$ cat config.mk
export PLATFORM = sky130hd
export DESIGN_NAME = control_sequencer
export DESIGN_NICKNAME = d
export VERILOG_FILES = /design/src/rtl/ctrl_pkg.sv /design/src/rtl/ctrl_decoder.sv /design/src/rtl/control_sequencer.sv
export SDC_FILE = /design/constraint.sdc
export NUM_CORES = 1
export LEC_CHECK = 0
export BUFFER_PORTS_ARGS = -buffer_cell sky130_fd_sc_hd__buf_2
export CORE_ASPECT_RATIO = 1.4
export CORE_UTILIZATION = 25
export DETAILED_ROUTE_END_ITERATION = 6
export MAX_ROUTING_LAYER = met4
export PLACE_DENSITY_LB_ADDON = 0.1
export SYNTH_ARGS = -nofsm -noshare
export SYNTH_HDL_FRONTEND = slang
export SYNTH_SLANG_ARGS = --single-unit
$ cat constraint.sdc
create_clock -name clk -period 2.55 [get_ports clk]
set_input_delay 0.3825 -clock clk [delete_from_list [all_inputs] [get_ports clk]]
set_output_delay 0.3825 -clock clk [all_outputs]
set_load 0.05 [all_outputs]
$ cat src/rtl/ctrl_pkg.sv
// ctrl_pkg: shared types and constants for the accumulator-machine control unit.
//   state_e     sequencer states (4-bit encoding)
//   op_class_e  instruction classes produced by ctrl_decoder
//   OP_*        ISA opcodes held in IR[15:12]
//   ALU_*       ALU opcodes (operand1 = ACC, operand2 = MBR)
//   SEL_*       datapath mux select values
package ctrl_pkg;

  typedef enum logic [3:0] {
    S_IDLE,
    S_FETCH_ADDR,
    S_FETCH_READ,
    S_FETCH_MBR,
    S_FETCH_IR,
    S_DECODE,
    S_OP_ADDR,
    S_OP_READ,
    S_OP_MBR,
    S_EXEC,
    S_STORE_SETUP,
    S_STORE_WR,
    S_HALTED
  } state_e;

  typedef enum logic [2:0] {
    CLS_MEM_ALU,
    CLS_LOAD,
    CLS_STORE,
    CLS_SHIFT,
    CLS_BRANCH,
    CLS_HALT,
    CLS_NOP
  } op_class_e;

  localparam logic [3:0] OP_HALT  = 4'h0;
  localparam logic [3:0] OP_LOAD  = 4'h1;
  localparam logic [3:0] OP_STORE = 4'h2;
  localparam logic [3:0] OP_ADD   = 4'h3;
  localparam logic [3:0] OP_SUB   = 4'h4;
  localparam logic [3:0] OP_AND   = 4'h5;
  localparam logic [3:0] OP_OR    = 4'h6;
  localparam logic [3:0] OP_XOR   = 4'h7;
  localparam logic [3:0] OP_SHL   = 4'h8;
  localparam logic [3:0] OP_SHR   = 4'h9;
  localparam logic [3:0] OP_JMP   = 4'hA;
  localparam logic [3:0] OP_JZ    = 4'hB;
  localparam logic [3:0] OP_JNEG  = 4'hC;
  localparam logic [3:0] OP_CMPGT = 4'hD;
  localparam logic [3:0] OP_CMPEQ = 4'hE;
  localparam logic [3:0] OP_NOP   = 4'hF;

  localparam logic [3:0] ALU_ADD   = 4'b0000;
  localparam logic [3:0] ALU_SUB   = 4'b0001;
  localparam logic [3:0] ALU_SHL   = 4'b0100;
  localparam logic [3:0] ALU_SHR   = 4'b0101;
  localparam logic [3:0] ALU_AND   = 4'b1000;
  localparam logic [3:0] ALU_OR    = 4'b1001;
  localparam logic [3:0] ALU_XOR   = 4'b1010;
  localparam logic [3:0] ALU_CMPGT = 4'b1110;
  localparam logic [3:0] ALU_CMPEQ = 4'b1111;

  // MAR and PC share the same select meaning: 0 = PC side, 1 = IR operand
  localparam logic SEL_PC  = 1'b0;
  localparam logic SEL_IR  = 1'b1;
  localparam logic SEL_MEM = 1'b0;
  localparam logic SEL_ACC = 1'b1;
  localparam logic SEL_ALU = 1'b0;
  localparam logic SEL_MBR = 1'b1;

endpackage

$ cat src/rtl/ctrl_decoder.sv
// ctrl_decoder: combinational opcode decoder.
//   opcode    in   IR[15:12]
//   op_class  out  instruction class (op_class_e encoding)
//   alu_op    out  ALU opcode for ALU-using instructions, ALU_ADD otherwise
module ctrl_decoder
  import ctrl_pkg::*;
(
  input  logic [3:0] opcode,
  output logic [2:0] op_class,
  output logic [3:0] alu_op
);

  always_comb begin
    op_class = CLS_NOP;
    alu_op   = ALU_ADD;
    case (opcode)
      OP_HALT:  op_class = CLS_HALT;
      OP_LOAD:  op_class = CLS_LOAD;
      OP_STORE: op_class = CLS_STORE;
      OP_ADD:   begin op_class = CLS_MEM_ALU; alu_op = ALU_ADD;   end
      OP_SUB:   begin op_class = CLS_MEM_ALU; alu_op = ALU_SUB;   end
      OP_AND:   begin op_class = CLS_MEM_ALU; alu_op = ALU_AND;   end
      OP_OR:    begin op_class = CLS_MEM_ALU; alu_op = ALU_OR;    end
      OP_XOR:   begin op_class = CLS_MEM_ALU; alu_op = ALU_XOR;   end
      OP_CMPGT: begin op_class = CLS_MEM_ALU; alu_op = ALU_CMPGT; end
      OP_CMPEQ: begin op_class = CLS_MEM_ALU; alu_op = ALU_CMPEQ; end
      OP_SHL:   begin op_class = CLS_SHIFT;   alu_op = ALU_SHL;   end
      OP_SHR:   begin op_class = CLS_SHIFT;   alu_op = ALU_SHR;   end
      OP_JMP, OP_JZ, OP_JNEG: op_class = CLS_BRANCH;
      default:  op_class = CLS_NOP;
    endcase
  end

endmodule

$ cat src/rtl/control_sequencer.sv
// control_sequencer: multi-cycle fetch/decode/execute control unit for the
// 16-bit accumulator machine.
//   clk, reset_n         clock; synchronous active-low reset
//   start                leave IDLE and begin fetching
//   ir_in, acc_in        current IR / ACC contents
//   mar_write/mar_sel    MAR load, source (PC / IR operand)
//   mbr_write/mbr_sel    MBR load, source (memory / ACC)
//   ir_write             IR load from MBR
//   pc_write/pc_sel      PC load, source (PC+1 / IR operand)
//   acc_write/acc_sel    ACC load, source (ALU / MBR)
//   alu_op               ALU opcode, non-zero only in EXEC
//   mem_we               memory write (addr = MAR, data = MBR)
//   busy, halted         status
//   fetch_count          instructions fetched, wrapping
module control_sequencer
  import ctrl_pkg::*;
#(
  parameter int OPND_BITS   = 12,
  parameter int COUNT_WIDTH = 16
) (
  input  logic                   clk,
  input  logic                   reset_n,
  input  logic                   start,
  input  logic [15:0]            ir_in,
  input  logic [15:0]            acc_in,
  output logic                   mar_write,
  output logic                   mar_sel,
  output logic                   mbr_write,
  output logic                   mbr_sel,
  output logic                   ir_write,
  output logic                   pc_write,
  output logic                   pc_sel,
  output logic                   acc_write,
  output logic                   acc_sel,
  output logic [3:0]             alu_op,
  output logic                   mem_we,
  output logic                   busy,
  output logic                   halted,
  output logic [COUNT_WIDTH-1:0] fetch_count
);

  state_e                 state_q, state_d;
  logic [COUNT_WIDTH-1:0] fetch_count_q, fetch_count_d;
  logic [3:0]             opcode;
  logic [2:0]             op_class_raw;
  op_class_e              op_class;
  logic [3:0]             dec_alu_op;
  logic                   branch_taken;
  logic                   unused_operand;

  assign opcode = ir_in[OPND_BITS +: 4];
  // Operand field is routed to MAR/PC by the datapath muxes, not by this block
  assign unused_operand = ^ir_in[OPND_BITS-1:0];

  ctrl_decoder u_decoder (
    .opcode   (opcode),
    .op_class (op_class_raw),
    .alu_op   (dec_alu_op)
  );

  assign op_class    = op_class_e'(op_class_raw);
  assign fetch_count = fetch_count_q;

  always_comb begin
    case (opcode)
      OP_JMP:  branch_taken = 1'b1;
      OP_JZ:   branch_taken = (acc_in == '0);
      OP_JNEG: branch_taken = acc_in[15];
      default: branch_taken = 1'b0;
    endcase
  end

  always_ff @(posedge clk) begin
    if (!reset_n) begin
      state_q       <= S_IDLE;
      fetch_count_q <= '0;
    end else begin
      state_q       <= state_d;
      fetch_count_q <= fetch_count_d;
    end
  end

  always_comb begin
    state_d       = state_q;
    fetch_count_d = fetch_count_q;
    mar_write     = 1'b0;
    mar_sel       = SEL_PC;
    mbr_write     = 1'b0;
    mbr_sel       = SEL_MEM;
    ir_write      = 1'b0;
    pc_write      = 1'b0;
    pc_sel        = SEL_PC;
    acc_write     = 1'b0;
    acc_sel       = SEL_ALU;
    alu_op        = ALU_ADD;
    mem_we        = 1'b0;
    busy          = (state_q != S_IDLE) && (state_q != S_HALTED);
    halted        = (state_q == S_HALTED);

    case (state_q)
      S_IDLE: if (start) state_d = S_FETCH_ADDR;
      S_FETCH_ADDR: begin
        mar_write = 1'b1;
        mar_sel   = SEL_PC;
        state_d   = S_FETCH_READ;
      end
      S_FETCH_READ: state_d = S_FETCH_MBR;
      S_FETCH_MBR: begin
        mbr_write = 1'b1;
        mbr_sel   = SEL_MEM;
        state_d   = S_FETCH_IR;
      end
      S_FETCH_IR: begin
        ir_write      = 1'b1;
        pc_write      = 1'b1;
        pc_sel        = SEL_PC;
        fetch_count_d = fetch_count_q + COUNT_WIDTH'(1);
        state_d       = S_DECODE;
      end
      S_DECODE: begin
        case (op_class)
          CLS_HALT:              state_d = S_HALTED;
          CLS_MEM_ALU, CLS_LOAD: state_d = S_OP_ADDR;
          CLS_STORE:             state_d = S_STORE_SETUP;
          CLS_SHIFT:             state_d = S_EXEC;
          CLS_BRANCH: begin
            // A not-taken branch leaves both the enable and the select low
            pc_write = branch_taken;
            pc_sel   = branch_taken ? SEL_IR : SEL_PC;
            state_d  = S_FETCH_ADDR;
          end
          default:               state_d = S_FETCH_ADDR;
        endcase
      end
      S_OP_ADDR: begin
        mar_write = 1'b1;
        mar_sel   = SEL_IR;
        state_d   = S_OP_READ;
      end
      S_OP_READ: state_d = S_OP_MBR;
      S_OP_MBR: begin
        mbr_write = 1'b1;
        mbr_sel   = SEL_MEM;
        state_d   = S_EXEC;
      end
      S_EXEC: begin
        acc_write = 1'b1;
        if (op_class == CLS_LOAD) begin
          acc_sel = SEL_MBR;
        end else begin
          acc_sel = SEL_ALU;
          alu_op  = dec_alu_op;
        end
        state_d = S_FETCH_ADDR;
      end
      S_STORE_SETUP: begin
        mar_write = 1'b1;
        mar_sel   = SEL_IR;
        mbr_write = 1'b1;
        mbr_sel   = SEL_ACC;
        state_d   = S_STORE_WR;
      end
      S_STORE_WR: begin
        mem_we  = 1'b1;
        state_d = S_FETCH_ADDR;
      end
      S_HALTED: state_d = S_HALTED;
      default:  state_d = S_IDLE;
    endcase
  end

endmodule

# Word level (Yosys, flattened, before mapping)

Index checks and enable logic that the tools add are counted.

Flip-flop bits (word level): 20
Output and inout bits: 32
Word-level logic and storage cells: 72

Add/sub/neg operators: 1
Equal/unequal tests: 33
Multiplexer cells: 22
Reduce and logical (&&, ||, !) cells: 14

Operator list:

| operator                                                         | count |
|---|---|
| 4-bit == test (second input constant)                            | 12 |
| 4-bit one-hot mux with 12 select lines                           | 1 |
| 4-bit by 3-bit == test with 1-bit output (second input constant) | 8 |
| 4-bit one-hot mux with 8 select lines                            | 1 |
| 3-bit one-hot mux with 6 select lines                            | 1 |
| 16-bit by 1-bit adder with 16-bit output (second input constant) | 1 |
| 4-bit by 2-bit == test with 1-bit output (second input constant) | 4 |
| 16-bit logical NOT                                               | 1 |
| 4-bit one-hot mux with 4 select lines                            | 1 |
| 1-bit 2-to-1 mux                                                 | 13 |
| 4-bit 2-to-1 mux                                                 | 3 |
| 3-bit OR reduction                                               | 3 |
| 4-bit by 1-bit == test with 1-bit output (second input constant) | 2 |
| 4-bit logical NOT                                                | 2 |
| 2-bit OR reduction                                               | 4 |
| 7-bit OR reduction                                               | 1 |
| 3-bit by 2-bit == test with 1-bit output (second input constant) | 2 |
| 3-bit == test (second input constant)                            | 2 |
| 4-bit != test (second input constant)                            | 1 |
| 4-bit nonzero test                                               | 1 |
| 3-bit by 1-bit == test with 1-bit output (second input constant) | 1 |
| 3-bit logical NOT                                                | 1 |
| 1-bit one-hot mux with 3 select lines                            | 1 |
| 2-bit != test (second input constant)                            | 1 |
| other kinds (2)                                                  | 2 |

# Depth between registers and ports, before layout

Word-level depth: 7
Mapped depth: 5

# Hierarchy

From an unflattened synthesis, not the netlist that was laid out.

Cells, all modules: 177
Area, all modules: 1315.0 um^2

By module, submodules not included:

| module            | times used | cells an instance | area an instance (um^2) | seq. area each (um^2) |
|---|---|---|---|---|
| control_sequencer | 1          | 155               | 1171.1                  | 400.4 |
| ctrl_decoder      | 1          | 22                | 143.9                   | 0.0 |

# Worst setup path before layout

OpenSTA, ideal clock, no wires.

Kind: flip-flop to output port
Start point: register state_q[3]
End point: output port alu_op[1]
Arrival time: 3.569 ns
Required time: 2.168 ns
Slack: -1.401 ns
Cell stages (with the launch flop): 6
Buffers on the path: 1
Cell sequence: dfxtp_1 -> clkbuf_1 -> inv_1 -> nor3b_1 -> nand2_1 -> a311oi_1

Longest elaborated chain between the ends: 2

Ends and longest elaborated chain:

| element                | RTL line                 | text |
|---|---|---|
| from (decl)            | control_sequencer.sv:42  | `state_e state_q, state_d;` |
| from (signal assigned) | control_sequencer.sv:78  | `state_q <= state_d;` |
| 4-bit == test          | control_sequencer.sv:100 | `case (state_q)` |
| 4-bit 2-to-1 mux       | control_sequencer.sv:100 |  |
| to (decl)              | control_sequencer.sv:35  | `output logic [3:0] alu_op,` |

No other way between the ends.

# Worst setup path in the final report

Start point: input port ir_in[13]
End point: output port pc_write

Longest elaborated chain between the ends: 6
Elaborated cells between the ends (all ways): 23
Classes of those cells: 15 x eq/ne; 4 x mux; 4 x reduce/logical

Ends and longest elaborated chain:

| element                                                          | RTL line                 | text |
|---|---|---|
| from (decl)                                                      | control_sequencer.sv:24  | `input logic [15:0] ir_in,` |
| 4-bit by 2-bit == test with 1-bit output (tied with other cells) | ctrl_decoder.sv:16       | `case (opcode)` |
| 7-bit OR reduction (no source line) (tied with other cells)      | --                       |  |
| 3-bit one-hot mux with 6 select lines                            | ctrl_decoder.sv:16       |  |
| 3-bit == test                                                    | control_sequencer.sv:121 | `case (op_class)` |
| 1-bit 2-to-1 mux *                                               | control_sequencer.sv:121 |  |
| 1-bit one-hot mux with 2 select lines *                          | control_sequencer.sv:100 |  |
| to (decl)                                                        | control_sequencer.sv:31  | `output logic pc_write,` |

Mark *: on every way between the ends. The rest lies on a longest branch, timed or not.

==> results.cfg <==
[outcome]
status = complete, no violations

[layout]
insertedDiodeCount = 0
layout.nets = 266
synthToLayoutAreaGrowth_pct = 35.4
final_core_util = 0.359
drive_gt1_frac = 0.338
final_area_um2 = 1760

[synth]
yosys-top-cells-count = dfxtp_1, a21oi_1, nor2_1
synth-edff-count = 0
synthesis.area_um2 = 1300
syn_nets = 208
synthFlopType = dfxtp_1
async_flop_share = 0
yosysTopAreaCell = dfxtp_1
synthTopCellsByArea = dfxtp_1, a21oi_1, nor2_1, nand2_1, o21ai_0
synth_most_common_cell = dfxtp_1
yosysSeqAreaShare = 0.307
synthCells = 172
yosysTopAreaCellShare = 0.307
synth_seq_cells = 20
avgSynthCellArea_um2 = 7.57
synthDistinctLibCells = 37
yosysWarnings = 0

[critical_path]
worstSetupStartpointType = input port
worst-setup-path-type = in -> out
worst_r2r_path_depth = 5
cp_max_fo = 13
arrival_ns = 1.79
end_kind = output pin
required_ns = 2.17
reg2reg_slack_ns = 0.64

[hold_path]
min_path_type = reg -> reg
holdPathStages = 2

[route]
drt-total-wl_um = 3540
vias = 1447
routedWlPerCell_um = 12.1
drc = 0
first_pass_iters = 4
drt.antenna.violating_nets = 0
drtIter0Drc = 56
vias_per_cell = 4.96

[sta]
finalWorstPathRequiredPeriod_ns = 2.17
rsz0062_at_grt = no
fmax_mhz = 461
hold_viol = 0
slew_headroom = 0.613
fin_skew_ns = 0.00433
setup_violations = 0
tns_ns = 0
drv_slew = 0
worstMarginPinSlew_ns = 0.579
timing.final.crit_share = 0.852

[cts]
clkLatencyLatePin_ns = 0.25
post-cts-setup-buffers = 0
cts_buffers = 3
cts.repair.resized = 0
hold_buffers = 0
cts_root_buf = clkbuf_8
path_clk_slew_ns = 0.07
cts_buffer_depth = 2
htreeDepth = 1
cts_tree = yes
clock-sinks = 20

[place]
gp_congestion = 0.715
port_buffers = 54
hpwlAfterDp_um = 2680
dpl_cell_area_um2 = 1720

[floorplan]
die_h_um = 87.4
io_pins = 67
rows = 30
dieArea_um2 = 5510
dieWidth_um = 63.0
coreArea_um2 = 4920
initial_core_util = 0.265

[grt]
grt_pass1_wl_um = 5700
grt_usage = 0.132
grt_pass1_vias = 1245
grt_max_degree = 17
gr-total-overflow = 0
antenna_found_initial = 0

[run]
cap_violations = 0

[pwr]
vdd_drop_max_v = 0.000172
power_density_nw_per_um2 = 424
leakage_nw = 0.721
## power breakdown
group          internal [mW]  total (mW)  switching, mW
clock network          0.105       0.203         0.0984
registers              0.321       0.341         0.0204
logic                 0.0728       0.203          0.130
total                  0.498       0.747          0.249
## path summary, 6_finish.rpt
path | start | endpoint
worst max register to register | state_q[1] | fetch_count[12]
worst min-delay path | fetch_count[15] | fetch_count[15]
worst min register to register | fetch_count[15] | fetch_count[15]
worst max-delay path | ir_in[13] | pc_write
## final cells by class
cell class | instances | area [µm²]
fill | 533 | 3150
timing repair buffer | 62 | 330
inverter | 6 | 22.5
sequential | 20 | 400
tap | 64 | 80.1
multi-input combinational | 137 | 888
clock buffer | 3 | 41.3
## metal layers
layer,vias up,global-route usage,wire length (µm)
met5,-,-,0
met4,0,0.0592,53
met3,4,0.0183,120
met2,30,0.228,1760
met1,659,0.150,1610
li1,754,-,-
## stage by stage
step / std cells / hold WS, ns / power (mW) / setup WS (ns)
after CTS: 292 / 0.499 / 0.760 / 0.339
after global placement: 289 / 0.470 / 0.555 / 0.357
after global routing: 292 / 0.532 / 0.795 / 0.182
after floorplan: 172 / 0.565 / 0.491 / -0.230
after detailed placement: 289 / 0.487 / 0.552 / 0.362
final: 292 / 0.486 / 0.747 / 0.379
## registers in the layout, indices dropped and copies added (netlist names)
name,count
fetch_count,16
state_q,4
## worst max-delay path, stage by stage
cell	delay, ns
buf_2	0.17
or3b_2	0.49
a211oi_1	0.24
a41oi_1	0.14
o21ai_1	0.09
buf_2	0.27
## cell usage in the layout (no fill, tap or decap), types with 6 or more instances in the layout
| cell | synthesis | final |
|---|---|---|
| a21oi_1 | 18 | 18 |
| buf_2 | 0 | 54 |
| buf_4 | 0 | 8 |
| dfxtp_1 | 20 | 20 |
| inv_1 | 6 | 6 |
| nand2_1 | 14 | 14 |
| nand3_1 | 6 | 6 |
| nand4_1 | 7 | 7 |
| nor2_1 | 17 | 17 |
| o21ai_0 | 10 | 9 |
| or3_1 | 6 | 6 |
## logic make-up (layout without fill, tap and decap cells)
| family | after synthesis | in the layout | share of synthesized area |
|---|---|---|---|
| buffers and inverters | 15 | 71 | 0.0432 |
| AND/OR/NAND/NOR | 83 | 83 | 0.366 |
| multiplexers | 3 | 3 | 0.0240 |
| adder cells (fa/ha/maj) | 1 | 1 | 0.00960 |
| flip-flops | 20 | 20 | 0.307 |
| XOR/XNOR | 8 | 8 | 0.0538 |
| AO/OA/AOI/OAI | 42 | 42 | 0.196 |
No activity file was read; power rests on OpenSTA's default activity.
